<file path="src/rtl/data_mem_requester.sv">
// Load/store master for the banked data memory manager.
// Splits halfwords into two byte beats and returns sized, extended loads.
module data_mem_requester #(
  parameter int RD_LAT = 1
) (
  input  logic        CLK,
  input  logic        RST,
  input  logic        req_i,
  input  logic        we_i,
  input  logic [1:0]  size_i,
  input  logic        signed_i,
  input  logic [31:0] addr_i,
  input  logic [31:0] wdata_i,
  output logic        busy_o,
  output logic        done_o,
  output logic        err_o,
  output logic [31:0] rdata_o,
  output logic [31:0] address_o,
  output logic [31:0] data_o,
  output logic        wren_o,
  output logic [31:0] byte_mode_o,
  input  logic [31:0] mem_data_i
);

  typedef enum logic [1:0] {
    S_IDLE,
    S_ISSUE,
    S_WAIT,
    S_RESP
  } state_t;

  localparam logic [1:0] SZ_B = 2'b00;
  localparam logic [1:0] SZ_H = 2'b01;
  localparam logic [1:0] SZ_W = 2'b10;
  localparam logic [1:0] WAIT_INIT = 2'(RD_LAT - 1);

  state_t      state_q, state_d;
  logic        we_q, we_d;
  logic [1:0]  size_q, size_d;
  logic        signed_q, signed_d;
  logic [7:0]  whi_q, whi_d;
  logic        beat_q, beat_d;
  logic [1:0]  cnt_q, cnt_d;
  logic [7:0]  lo_q, lo_d;
  logic [31:0] rdata_q, rdata_d;
  logic        err_q, err_d;
  logic [31:0] address_q, address_d;
  logic [31:0] data_q, data_d;
  logic        bad;

  function automatic logic [31:0] ext(
    input logic [15:0] v,
    input logic        half,
    input logic        sg
  );
    logic [31:0] r;
    if (half)
      r = sg ? {{16{v[15]}}, v} : {16'b0, v};
    else
      r = sg ? {{24{v[7]}}, v[7:0]} : {24'b0, v[7:0]};
    return r;
  endfunction

  // Misaligned or illegal-size request detection at accept
  always_comb begin
    bad = 1'b0;
    unique case (1'b1)
      (size_i == SZ_B): bad = 1'b0;
      (size_i == SZ_H): bad = addr_i[0];
      (size_i == SZ_W): bad = |addr_i[1:0];
      default:          bad = 1'b1;
    endcase
  end

  // Next-state, beat sequencing and load assembly
  always_comb begin
    state_d   = state_q;
    we_d      = we_q;
    size_d    = size_q;
    signed_d  = signed_q;
    whi_d     = whi_q;
    beat_d    = beat_q;
    cnt_d     = cnt_q;
    lo_d      = lo_q;
    rdata_d   = rdata_q;
    err_d     = err_q;
    address_d = address_q;
    data_d    = data_q;
    unique case (state_q)
      S_IDLE, S_RESP: begin
        state_d = S_IDLE;
        if (req_i) begin
          we_d     = we_i;
          size_d   = size_i;
          signed_d = signed_i;
          whi_d    = wdata_i[15:8];
          beat_d   = 1'b0;
          err_d    = bad;
          if (bad) begin
            state_d = S_RESP;
          end else begin
            state_d   = S_ISSUE;
            address_d = addr_i;
            data_d    = (size_i == SZ_W) ? wdata_i
                                         : {24'b0, wdata_i[7:0]};
          end
        end
      end
      S_ISSUE: begin
        if (we_q) begin
          if (size_q == SZ_H && !beat_q) begin
            beat_d    = 1'b1;
            address_d = {address_q[31:1], 1'b1};
            data_d    = {24'b0, whi_q};
          end else begin
            state_d = S_RESP;
          end
        end else begin
          state_d = S_WAIT;
          cnt_d   = WAIT_INIT;
        end
      end
      S_WAIT: begin
        if (cnt_q == 2'd0) begin
          if (size_q == SZ_H && !beat_q) begin
            state_d   = S_ISSUE;
            beat_d    = 1'b1;
            lo_d      = mem_data_i[7:0];
            address_d = {address_q[31:1], 1'b1};
          end else begin
            state_d = S_RESP;
            unique case (1'b1)
              (size_q == SZ_W):
                rdata_d = mem_data_i;
              (size_q == SZ_H):
                rdata_d = ext({mem_data_i[7:0], lo_q},
                              1'b1, signed_q);
              default:
                rdata_d = ext({8'b0, mem_data_i[7:0]},
                              1'b0, signed_q);
            endcase
          end
        end else begin
          cnt_d = cnt_q - 2'd1;
        end
      end
      default: state_d = S_IDLE;
    endcase
  end

  // State and datapath registers
  always_ff @(posedge CLK or negedge RST) begin
    if (!RST) begin
      state_q   <= S_IDLE;
      we_q      <= 1'b0;
      size_q    <= 2'b00;
      signed_q  <= 1'b0;
      whi_q     <= 8'h00;
      beat_q    <= 1'b0;
      cnt_q     <= 2'd0;
      lo_q      <= 8'h00;
      rdata_q   <= 32'h0;
      err_q     <= 1'b0;
      address_q <= 32'h0;
      data_q    <= 32'h0;
    end else begin
      state_q   <= state_d;
      we_q      <= we_d;
      size_q    <= size_d;
      signed_q  <= signed_d;
      whi_q     <= whi_d;
      beat_q    <= beat_d;
      cnt_q     <= cnt_d;
      lo_q      <= lo_d;
      rdata_q   <= rdata_d;
      err_q     <= err_d;
      address_q <= address_d;
      data_q    <= data_d;
    end
  end

  // Outputs decoded from state and registered fields only
  always_comb begin
    busy_o      = (state_q == S_ISSUE) || (state_q == S_WAIT);
    done_o      = (state_q == S_RESP);
    err_o       = (state_q == S_RESP) && err_q;
    wren_o      = (state_q == S_ISSUE) && we_q;
    byte_mode_o = {31'b0, busy_o && (size_q != SZ_W)};
    rdata_o     = rdata_q;
    address_o   = address_q;
    data_o      = data_q;
  end

endmodule
</file>
<file path="config.mk">
export PLATFORM = sky130hd
export DESIGN_NAME = data_mem_requester
export DESIGN_NICKNAME = d
export VERILOG_FILES = /design/src/rtl/data_mem_requester.sv
export SDC_FILE = /design/constraint.sdc
export NUM_CORES = 1
export LEC_CHECK = 0
export CORE_MARGIN = 1
export CORE_UTILIZATION = 40
export CTS_BUF_LIST = sky130_fd_sc_hd__clkbuf_4 sky130_fd_sc_hd__clkbuf_8
export DETAILED_ROUTE_END_ITERATION = 7
export GPL_TIMING_DRIVEN = 0
export PLACE_DENSITY_LB_ADDON = 0.25
export SLEW_MARGIN = 20
export SYNTH_ARGS = -nofsm -noshare
export SYNTH_HDL_FRONTEND = slang
export SYNTH_SLANG_ARGS = --single-unit
</file>
<file path="constraint.sdc">
create_clock -name CLK -period 4.2 [get_ports CLK]
set_input_delay 1.05 -clock CLK [delete_from_list [all_inputs] [get_ports CLK]]
set_output_delay 1.05 -clock CLK [all_outputs]
set_load 0.05 [all_outputs]
</file>
==> reports/qor.yml <==
pwr:
  p_sw_uw: 3800
  ir_drop_mv: 0.608
  comb_power_share_pct: 58.8
  seqPwrFrac_pct: 26.5
  cellPowerDensity_mw_per_mm2: 901
  p_leak_uw: 0.00376
  pwr-share-clk_pct: 14.6
  netSwitchingFraction_pct: 49.8
  p_total_uw: 7630
  p_int_uw: 3830
clocking:
  postCtsHoldBufs: 0
  cts.path.max_buffers: 2
  cts.htree.levels: 4
  cts_buffers: 17
  clk_latency_ns: 0.44
  cts_num_sinks: 122
  clk_pin_slew_worst_paths_ns: 0.08
  cts_tree: "done"
  post_cts_buffers: 0
  root_buffer: "clkbuf_8"
timing:
  finalHoldViolCount: 0
  relSlewSlack_pct: 33.2
  holdWs_ns: 0.466
  timing.final.crit_share_pct: 90.2
  worst_pin_slew_ns: 1.00
  setup_viol: 0
  fin_skew_ns: 0.00756
  report.final.slew_viol_count: 0
  grt_setup_unrepaired: "false"
  layout_min_cycle_time_ns: 3.79
  fmax_mhz: 264
critical_path:
  endpoint_kind: "output pin"
  cp_max_fo: 10
  cp.required_ns: 3.15
  reg2reg_depth: 8
  startpoint_type: "flip-flop"
  r2r-end: "data_o[27]"
  rrSetupSlack_ns: 1.69
  rr_startpoint: "state_q[0]"
  cp.arrival_ns: 2.74
  crit_type: "flip-flop to output pin"
cells_and_area:
  syn_to_final_growth_pct: 50.2
  most-common-layout-cells: "clkdlybuf4s50_1, dfrtp_1, nand2_1"
  drive_gt1_share_pct: 12.4
  antenna_cells: 0
  final_nets: 933
  layout_commonest_cell: "clkdlybuf4s50_1"
  instances_no_fill: 1017
drt:
  drc_errors: 0
  met2WireLength_um: 7680
  antenna_left: 0
  drt_wl_total_um: 15800
  drt_iter0_drc: 322
  routed-via-count: 5114
  wire_per_inst_um: 15.6
  viasPerCell: 5.03
  wl_met3_um: 1300
  topRoutingLayerUsed: "met4"
  first_pass_iters: 5
  wl_met1_um: 6620
placed_design:
  dp.cells: 985
  gp_congestion: 0.804
  dpl.hpwl_um: 11500
  portBuffers: 203
hold_path:
  hold_path_depth: 2
  hold_path_end: "data_o[30]"
  hold_path.class: "flip-flop to flip-flop"
  hold_start: "data_o[30]"
synth:
  synth_area_leader_cell: "dfrtp_1"
  yosys_warnings: 0
  synth_edf_count: 0
  ys_seq_area_share_pct: 54.2
  synthCells: 571
  ys_types: 41
  synth-main-ff-cell: "dfrtp_1"
  syn_area_per_cell_sq_um: 9.87
  async_flop_share_pct: 100
  synth_top_area_share_pct: 54.2
  ys_ff_latch: 122
  synth_area_leaders: "dfrtp_1, nand2_1, buf_4, mux2_2, a22oi_1"
  synth_area_sq_mm: 0.00564
floorplan:
  die_x_um: 121
  die_area_sq_mm: 0.0146
  coreArea_sq_mm: 0.0138
  rows: 43
  die_h_um: 121
  start_util_pct: 40.8
  pin_count: 235
global_route:
  grt_max_degree: 75
  grt_pass1_wl_um: 25300
  grt-ovfl-total: 0
  grt_usage_pct: 22.4
  antenna_found_initial: 0
  grt_pass1_vias: 5087
run_status:
  status: "complete, no violations"
job:
  cap_viol_max_count: 0
==> power by group through the flow <==
stage	sequential (uW)	clock (uW)	combinational [uW]
after floorplan	3320	0	1710
after global placement	2010	0	4400
after detailed placement	2040	0	4490
after CTS	2030	1140	4510
after global routing	2080	1190	4800
final	2030	1110	4490
==> cell families after synthesis <==
family | count (synthesis) | share of synthesized area [%]
AO/OA/AOI/OAI | 146 | 16.5
other | 1 | 0.0665
flip-flops | 122 | 54.2
adder cells (fa/ha/maj) | 6 | 1.33
buffers and inverters | 81 | 8.17
AND/OR/NAND/NOR | 186 | 14.2
multiplexers | 29 | 5.62
==> flip-flops by register name (all words and copies together) (netlist names) <==
signal     cells
lo_q           8
err_q          1
signed_q       1
we_q           1
whi_q          8
beat_q         1
data_o        32
state_q        2
rdata_o       32
size_q         2
address_o     32
cnt_q          2
==> routing by layer <==
layer	vias to the layer above	GRT usage, %
li1	2424	-
met1	2477	26.8
met2	193	37.0
met3	20	8.02
met4	0	8.33
met5	-	0
==> Yosys cell counts, types with 2 or more instances <==
master / n
a21o_1: 2
a21oi_1: 29
a221oi_1: 16
a22o_1: 2
a22oi_1: 31
and2_1: 2
and3_1: 2
buf_2: 5
buf_4: 34
buf_6: 3
clkbuf_1: 30
dfrtp_1: 122
ha_1: 6
inv_1: 8
mux2_2: 21
mux2i_1: 8
nand2_1: 112
nand2b_1: 5
nand3_1: 25
nor2_1: 27
nor2b_1: 4
o21ai_0: 28
o21ai_1: 30
o31ai_1: 2
==> worst max-delay path, stage by stage (launching register included) <==
cell and delay (ns):
dfrtp_1 0.41, inv_1 0.07, ha_1 0.14, clkbuf_1 0.33, clkbuf_2 0.38, and2_1 0.18, clkdlybuf4s50_1 0.80
==> worst max-delay path by stage <==
stage / slack [ns] / depth (start not counted) / end / startpoint
6_report: 0.41 / 6 / wren_o / state_q[1]
5_1_grt: 0.24 / 6 / wren_o / state_q[1]
4_1_cts: 0.07 / 6 / wren_o / state_q[1]
3_5_place_dp: 0.58 / 6 / wren_o / state_q[1]
3_3_place_gp: -2.61 / 1 / data_o[16] / RST
2_1_floorplan: 1.39 / 5 / wren_o / state_q[1]
==> timing repair <==
action                     4_1_cts  5_1_grt
hold endpoints to repair         0        0
setup endpoints to repair        0        2
gates resized for setup          0        3
==> stage by stage <==
stage	TNS [ns]	util [%]	setup slack, ns	instance area (sq um)
after floorplan	0	-	1.39	5750
after global placement	-316.30	57.9	-2.61	8010
after detailed placement	0	58.1	0.581	8030
after CTS	0	61.2	0.0744	8460
after global routing	0	61.2	0.238	8460
final	0	61.2	0.410	8460
==> cell type report <==
class                           instances  area [sq um]
Buffer                                 73           432
Fill cell                            1164          5360
Tap cell                              180           225
Inverter                                8          30.0
Sequential cell                       122          3050
Clock inverter                         10           143
Multi-Input combinational cell        398          2230
Clock buffer                           22           284
Timing Repair Buffer                  204          2060
Power figures use the tool's default switching activity.
